<file path="src/rtl/core_sequencer.sv">
// core_sequencer: multi-cycle fetch/exec/mem/wb/trap control for the RV32E core.
// Owns PC/IR, drives handshaked ibus/dbus, raises commit and trap strobes.
module core_sequencer #(
    parameter logic [31:0] RESET       = 32'h0000_0000,
    parameter logic [31:0] VECTOR      = 32'h0000_0000,
    parameter bit          VECTORED    = 1'b0,
    parameter int          NUM_IRQ     = 4,
    parameter int          BUS_TIMEOUT = 255
) (
    input  logic               I_clk,
    input  logic               I_rst,
    output logic               O_ibus_req,
    output logic [31:0]        O_ibus_addr,
    input  logic               I_ibus_ack,
    input  logic [31:0]        I_ibus_data,
    output logic               O_dbus_req,
    output logic               O_dbus_we,
    output logic [31:0]        O_dbus_addr,
    output logic [31:0]        O_dbus_wdata,
    output logic [3:0]         O_dbus_be,
    input  logic               I_dbus_ack,
    input  logic [31:0]        I_dbus_rdata,
    output logic [31:0]        O_pc,
    output logic [31:0]        O_ir,
    input  logic [31:0]        I_next_pc,
    input  logic               I_is_load,
    input  logic               I_is_store,
    input  logic [31:0]        I_mem_addr,
    input  logic [31:0]        I_store_data,
    input  logic [3:0]         I_store_be,
    input  logic               I_illegal,
    input  logic               I_ecall,
    input  logic               I_ebreak,
    input  logic               I_mret,
    input  logic [31:0]        I_mepc,
    input  logic [NUM_IRQ-1:0] I_irq,
    input  logic [NUM_IRQ-1:0] I_irq_mask,
    input  logic               I_irq_enable,
    output logic [31:0]        O_load_data,
    output logic               O_commit,
    output logic               O_trap,
    output logic [31:0]        O_trap_cause,
    output logic [31:0]        O_trap_epc
);

    typedef enum logic [2:0] {
        FETCH,
        EXEC,
        MEM,
        WB,
        TRAP
    } state_t;

    localparam logic [15:0] TO_LAST = 16'(BUS_TIMEOUT - 1);

    state_t      state;
    state_t      state_next;
    logic [31:0] pc;
    logic [31:0] pc_next;
    logic [31:0] ir;
    logic [31:0] m_addr;
    logic [31:0] m_wdata;
    logic [3:0]  m_be;
    logic        m_we;
    logic [31:0] m_npc;
    logic [31:0] load_data;
    logic [31:0] cause;
    logic [31:0] epc;
    logic [15:0] cnt;

    logic        commit;
    logic        ir_load;
    logic        mem_latch;
    logic        load_latch;
    logic        trap_set;
    logic [31:0] cause_next;
    logic [31:0] epc_next;
    logic        boundary;
    logic [31:0] bpc;
    logic        to_hit;

    logic [NUM_IRQ-1:0] irq_pend;
    logic [3:0]         irq_idx;
    logic               irq_take;
    logic [31:0]        irq_cause;

    // Lowest-numbered enabled pending channel wins.
    always_comb begin
        irq_pend = I_irq & I_irq_mask;
        irq_idx  = 4'd0;
        for (int i = NUM_IRQ - 1; i >= 0; i--) begin
            if (irq_pend[i]) irq_idx = 4'(i);
        end
        irq_take  = I_irq_enable && (|irq_pend);
        irq_cause = {1'b1, 26'd0, 1'b1, irq_idx};
    end

    assign to_hit = (BUS_TIMEOUT != 0) && (cnt == TO_LAST);

    // Next-state, next-PC and strobe decode for the sequencer.
    always_comb begin
        state_next = state;
        pc_next    = pc;
        commit     = 1'b0;
        ir_load    = 1'b0;
        mem_latch  = 1'b0;
        load_latch = 1'b0;
        trap_set   = 1'b0;
        cause_next = cause;
        epc_next   = epc;
        boundary   = 1'b0;
        bpc        = pc;
        unique case (state)
            FETCH: begin
                if (I_ibus_ack) begin
                    ir_load    = 1'b1;
                    state_next = EXEC;
                end else if (to_hit) begin
                    trap_set   = 1'b1;
                    cause_next = 32'd1;
                    epc_next   = pc;
                    state_next = TRAP;
                end
            end
            EXEC: begin
                if (I_illegal || I_ebreak || I_ecall) begin
                    trap_set   = 1'b1;
                    epc_next   = pc;
                    state_next = TRAP;
                    if (I_illegal)     cause_next = 32'd2;
                    else if (I_ebreak) cause_next = 32'd3;
                    else               cause_next = 32'd11;
                end else if (I_mret) begin
                    commit   = 1'b1;
                    boundary = 1'b1;
                    bpc      = I_mepc;
                end else if (I_is_load || I_is_store) begin
                    mem_latch  = 1'b1;
                    state_next = MEM;
                end else begin
                    commit   = 1'b1;
                    boundary = 1'b1;
                    bpc      = I_next_pc;
                end
            end
            MEM: begin
                if (I_dbus_ack) begin
                    if (m_we) begin
                        commit   = 1'b1;
                        boundary = 1'b1;
                        bpc      = m_npc;
                    end else begin
                        load_latch = 1'b1;
                        state_next = WB;
                    end
                end else if (to_hit) begin
                    trap_set   = 1'b1;
                    cause_next = m_we ? 32'd7 : 32'd5;
                    epc_next   = pc;
                    state_next = TRAP;
                end
            end
            WB: begin
                commit   = 1'b1;
                boundary = 1'b1;
                bpc      = m_npc;
            end
            TRAP: begin
                state_next = FETCH;
                if (VECTORED && cause[31])
                    pc_next = VECTOR + {25'd0, cause[4:0], 2'b00};
                else
                    pc_next = VECTOR;
            end
            default: state_next = FETCH;
        endcase
        if (boundary) begin
            pc_next = bpc;
            if (irq_take) begin
                trap_set   = 1'b1;
                cause_next = irq_cause;
                epc_next   = bpc;
                state_next = TRAP;
            end else begin
                state_next = FETCH;
            end
        end
    end

    // State register.
    always_ff @(posedge I_clk or posedge I_rst) begin
        if (I_rst) state <= FETCH;
        else       state <= state_next;
    end

    // PC, IR, latched memory operands, load data, trap info and wait counter.
    always_ff @(posedge I_clk or posedge I_rst) begin
        if (I_rst) begin
            pc        <= RESET;
            ir        <= 32'd0;
            m_addr    <= 32'd0;
            m_wdata   <= 32'd0;
            m_be      <= 4'd0;
            m_we      <= 1'b0;
            m_npc     <= 32'd0;
            load_data <= 32'd0;
            cause     <= 32'd0;
            epc       <= 32'd0;
            cnt       <= 16'd0;
        end else begin
            pc <= pc_next;
            if (ir_load) ir <= I_ibus_data;
            if (mem_latch) begin
                m_addr  <= I_mem_addr;
                m_wdata <= I_store_data;
                m_be    <= I_store_be;
                m_we    <= I_is_store;
                m_npc   <= I_next_pc;
            end
            if (load_latch) load_data <= I_dbus_rdata;
            if (trap_set) begin
                cause <= cause_next;
                epc   <= epc_next;
            end
            // Only FETCH and MEM self-loop, so a state change restarts the count.
            if (state_next != state)  cnt <= 16'd0;
            else if (BUS_TIMEOUT != 0) cnt <= cnt + 16'd1;
        end
    end

    assign O_ibus_req   = (state == FETCH) && !I_rst;
    assign O_ibus_addr  = pc;
    assign O_dbus_req   = (state == MEM);
    assign O_dbus_we    = m_we;
    assign O_dbus_addr  = m_addr;
    assign O_dbus_wdata = m_wdata;
    assign O_dbus_be    = m_be;
    assign O_pc         = pc;
    assign O_ir         = ir;
    assign O_load_data  = load_data;
    assign O_commit     = commit;
    assign O_trap       = (state == TRAP);
    assign O_trap_cause = cause;
    assign O_trap_epc   = epc;

endmodule

</file>
<file path="config.mk">
export PLATFORM = sky130hd
export DESIGN_NAME = core_sequencer
export DESIGN_NICKNAME = d
export VERILOG_FILES = /design/src/rtl/core_sequencer.sv
export SDC_FILE = /design/constraint.sdc
export NUM_CORES = 1
export LEC_CHECK = 0
export BUFFER_PORTS_ARGS = -buffer_cell sky130_fd_sc_hd__buf_2
export CAP_MARGIN = 0
export CORE_AREA = 2 2 188 190
export DETAILED_ROUTE_END_ITERATION = 10
export DIE_AREA = 0 0 190 192
export SYNTH_ARGS = -nofsm -noshare
export SYNTH_HDL_FRONTEND = slang
export SYNTH_SLANG_ARGS = --single-unit
</file>
<file path="constraint.sdc">
create_clock -name I_clk -period 18.9 [get_ports I_clk]
set_input_delay 1.89 -clock I_clk [delete_from_list [all_inputs] [get_ports I_clk]]
set_output_delay 1.89 -clock I_clk [all_outputs]
set_load 0.01 [all_outputs]
</file>
# Word-level counts from Yosys, hierarchy flattened
# Index checks and enable logic that the tools add are counted.
# W data, S select, Z words.
word_totals:
  register_bits: 280
  elab_cells: 92
  inputBits: 215
  out_inout_bits: 265
op_classes:
  n_bitwise: 1
  mux: 63
  n_eq_ne: 6
  n_addsub: 1
  reduce_logical: 9
op_table:
  columns: ["operator", "n"]
  rows:
  - ["$mux W32", 20]
  - ["$pmux W32 S3", 3]
  - ["$mux W3", 9]
  - ["$mux W1", 20]
  - ["$add A16 B1 Y16 const B", 1]
  - ["$eq A16 B8 Y1 const B", 1]
  - ["$mux W16", 1]
  - ["$mux W4", 4]
  - ["$pmux W3 S4", 1]
  - ["$eq A3 B2 Y1 const B", 2]
  - ["$mux W2", 3]
  - ["$pmux W1 S3", 2]
  - ["$and A4 B4 Y4", 1]
  - ["$reduce_or A4 Y1", 1]
  - ["$eq A3 B1 Y1 const B", 1]
  - ["$eq A3 B3 Y1 const B", 1]
  - ["$logic_not A3 Y1", 1]
  - ["$logic_or A1 B1 Y1", 3]
  - ["$ne A3 B3 Y1", 1]
  - ["$logic_and A1 B1 Y1", 2]
  - ["$reduce_bool A2 Y1", 1]
  - ["$logic_not A1 Y1", 1]

# Logic depth before layout (Yosys ltp)
logic_depth:
  word_depth: 8
  mapped_depth: 9
  depth_no_buf: 7

# Least setup slack after synthesis
# OpenSTA, ideal clock, no wires.
synth_timing:
  kind: "in2out"
  from: "input I_ebreak"
  to: "output O_commit"
  t_required_ns: 17.010
  path_slack_ns: 13.811
  n_path_buf: 2
  arrival_time_ns: 3.199
  path_stages: 4
  cell_sequence: "or3_1 o32ai_2 clkbuf_1 buf_2"
synth_between:
  elab_chain_cells: 4
synth_lines:
  columns: ["item", "line_no", "rtl"]
  rows:
  - ["from (decl)", "33", "input logic I_ebreak,"]
  - ["$logic_or A1 B1 Y1 (2 in series)", "126", "if (I_illegal || I_ebreak || I_ecall) begin"]
  - ["$mux W1", "126", null]
  - ["$pmux W1 S3", "113", "unique case (state)"]
  - ["to (decl)", "40", "output logic O_commit,"]
# No other way between the ends.

# Worst setup path in the final report
layout_timing:
  from: "input I_mret"
  to: "output O_commit"
layout_between:
  elab_chain_cells: 3
layout_lines:
  columns: ["item", "line_no", "rtl"]
  rows:
  - ["from (decl)", "34", "input logic I_mret,"]
  - ["$mux W1", "133", "end else if (I_mret) begin"]
  - ["$mux W1", "126", null]
  - ["$pmux W1 S3", "113", null]
# No other way between the ends.

==> metrics.md <==
| Metric | Value |
|---|---|
| Status | completed |
| Pwr dens | 160.1 nW/um^2 |
| Min-delay worst type | register to register |
| Final wirelength | 37,760 um |
| CTS buffer count | 34 |
| CP max stage delay | 0.61 ns |
| Commonest non-fill, non-tap cell in the layout | buf_2 |
| Crit-path leading delay family | buffers and inverters |
| CP Capture Point | O_commit |
| Synth area leader | dfrtp_1 |
| Number of I/O pins | 480 |
| Yosys top cell area share | 57.55% |
| Clk buf depth | 3 |
| Post-synthesis register bit count | 280 |
| Initial antenna violation count | 8 |
| Post-cts resize count | 0 |
| Nets@finish | 1,640 |
| DRT Pass-1 Iters | 7 |
| Root buf cell | clkbuf_16 |
| All-layer global routing usage | 19.91% |
| Post-synth EDFFs | 0 |
| Highest-count cells in the layout ignoring fill and taps | 479 x buf_2, 280 x dfrtp_1, 167 x mux2_2 |
| Critical Path AT | 3.88 ns |
| # H-tree levels | 2 |
| CTS tree | yes |
| Mean Syn Cell Area | 12.21 sq um |
| R2r worst-path depth | 7 |
| Final period util | 30.56% |
| Port Buf Inserts | 479 |
| Vias/cell | 5.113 |
| Hpwl dp | 25,860 um |
| Mapped Cells | 997 |
| Hold-fix buffers, CTS | 0 |
| Pleak | 8.335 nW |
| Seq/Total Area, Yosys | 57.55% |
| Die height | 192 um |
| Slew margin rel. | 24.00% |
| Main flop type after synthesis | dfrtp_1 |
| R2r endpoint | O_trap_epc[31]$_DFFE_PP0P_ |
| Fill count | 3,219 |
| Yosys cell types | 53 |
| Post-Syn Nets | 1,214 |
| Post-CTS setup buffers | 0 |
| Drt drc | 0 |
| Final min period | 5.775 ns |
| F_max | 0.1732 GHz |
| Hold slack final | 0.4846 ns |
| Die ar. | 36,480 sq um |
| Share of cells above drive strength 1 | 50.52% |
| Final setup skew | 0.01638 ns |
| Reg2reg start | state[0]$_DFF_PP0_ |
| CP Launch Type | input port |
| First-pass GRT wire length | 56,230 um |
| Max-cap viol count | 0 |
| CP Class | input port to primary output |
| Slowest-stage cell, CP | buf_4 |
| R2R Setup Slk | 15.03 ns |
| Fin. max-slew vios | 0 |
| GRT overflow | 0 |
| Pin count of the biggest net entering global routing | 144 |
| Synth Warn # | 0 |
| Crit path required time | 17.01 ns |
| Tot Pwr | 2.561 mW |
| Setup TNS | 0 ns |
| Worst Tran Pin Value | 1.140 ns |
| Core Rows | 68 |
| Vias in the first global route | 9,828 |
| Clock latency on the worst-skew pair | 0.51 ns |
| Max VDD drop | 0.1015 mV |
| Largest cells by area after synthesis | dfrtp_1 58%, mux2_2 15%, a21oi_1 3.9%, nand2_1 2.5%, a222oi_1 2.4% |
| Core Util, Final | 46.66% |
| CTS sink cnt | 280 |
| Initial drt markers | 522 |
| Routed via count | 9,750 |
| CP Launch Point | I_mret |
| Worst-path fanout max | 68 |
| Die width | 190 um |
| CP cell instances | buf_2 -> buf_4 -> o21ba_2 -> o32ai_4 -> buf_4 -> buf_2 |
| RSZ-0062 raised after global routing | no |
| Clk slew on worst S/H paths | 0.06 ns |
| Worst Setup End Kind | primary output |
| Core area | 34,290 sq um |
| Antenna viol nets, final | 0 |
| Cell Area, Synth | 12,170 sq um |
| Crit path depth | 6 |
| GPL Wtd Cong | 0.7741 |
| Initial Util | 35.51% |
| Area Growth Syn to Fin | 31.42% |
| Final setup violation count | 0 |
| Synth async-reset ratio | 100.0% |
| Buf/Inv on CP | 4 |
| Wirelength per Cell | 19.80 um |
| Final hold viol count | 0 |
==> kinds of logic after synthesis <==
group | after synthesis | synth area share (%)
AOI/OAI and AO/OA | 216 | 11.56
DFF | 280 | 57.55
xor gates and xnor gates | 13 | 0.9353
and+or+nand+nor | 183 | 7.174
muxes | 196 | 17.83
buffers and inverters | 107 | 4.738
adders and majority gates | 2 | 0.2055
==> synth_stat cells, types with 33 or more instances <==
cell type    n
clkbuf_1    33
a21oi_1     94
a22oi_1     34
mux2_2     167
nand2_1     81
buf_4       35
o21ai_0     33
nor2_1      36
dfrtp_1    280
==> cell type report <==
class / count / area, sq um / share of cell area, %
multi-input cells: 610 / 4661 / 29.13
inverters: 6 / 30.03 / 0.1877
flip-flops and latches: 280 / 7007 / 43.79
clock inverters: 17 / 251.5 / 1.572
well taps: 455 / 569.3 / 3.558
clock buffers: 45 / 985.9 / 6.163
repair buffers: 491 / 2487 / 15.55
diodes: 3 / 7.507 / 0.04692
==> stage by stage <==
step	instance area, sq um	instances	setup WS, ns
after floorplan	12170	997	9.288
after global placement	14750	1842	13.09
after detailed placement	14750	1842	13.07
after CTS	15990	1904	13.07
after global routing	15990	1905	12.99
final	16000	1907	13.13
==> power by group <==
| part | total (mW) | switching, mW | leakage [nW] | internal [mW] |
|---|---|---|---|---|
| combinational | 0.848 | 0.457 | 4.05 | 0.391 |
| clock | 0.715 | 0.263 | 0.605 | 0.452 |
| sequential | 0.998 | 0.166 | 3.68 | 0.832 |
==> how the worst min path moves through the flow <==
stage,slack [ns],cells past startpoint,startpoint,endpoint
after detailed placement,0.47,2,O_trap_cause[4]$_DFFE_PP0P_,O_trap_cause[4]$_DFFE_PP0P_
after global placement,0.46,2,O_trap_cause[4]$_DFFE_PP0P_,O_trap_cause[4]$_DFFE_PP0P_
after floorplan,0.47,1,cnt[0]$_DFF_PP0_,cnt[0]$_DFF_PP0_
after CTS,0.49,2,O_trap_cause[4]$_DFFE_PP0P_,O_trap_cause[4]$_DFFE_PP0P_
after global routing,0.51,1,O_dbus_be[0]$_DFFE_PP0P_,O_dbus_be[0]$_DFFE_PP0P_
final,0.48,2,O_trap_cause[4]$_DFFE_PP0P_,O_trap_cause[4]$_DFFE_PP0P_
==> registers in the layout, indices dropped and copies added, names as in the netlist <==
register / count
O_ir: 32
O_dbus_we: 1
state: 3
O_dbus_wdata: 32
cnt: 16
O_trap_epc: 32
O_dbus_be: 4
O_load_data: 32
O_ibus_addr: 32
O_trap_cause: 32
O_dbus_addr: 32
m_npc: 32
==> metal layers <==
| layer | global-route usage, % | share of wire (%) | routed length, um | vias up |
|---|---|---|---|---|
| met3 | 5.591 | 8.3 | 3135 | 65 |
| li1 | - | - | - | 4472 |
| met4 | 5.247 | 2.2 | 830 | 8 |
| met2 | 35.43 | 51 | 19120 | 424 |
| met1 | 23.60 | 39 | 14630 | 4781 |
| met5 | 0 | 0.10 | 38 | - |
==> worst reg2reg max path, delay by kind of cell, from the launching register on <==
| family | cells | cell delay (ns) |
|---|---|---|
| simple gates | 3 | 1.42 |
| buf+inv | 2 | 1.08 |
| compound gates | 2 | 0.65 |
| flops | 1 | 0.62 |
No activity file was read; power rests on OpenSTA's default activity.
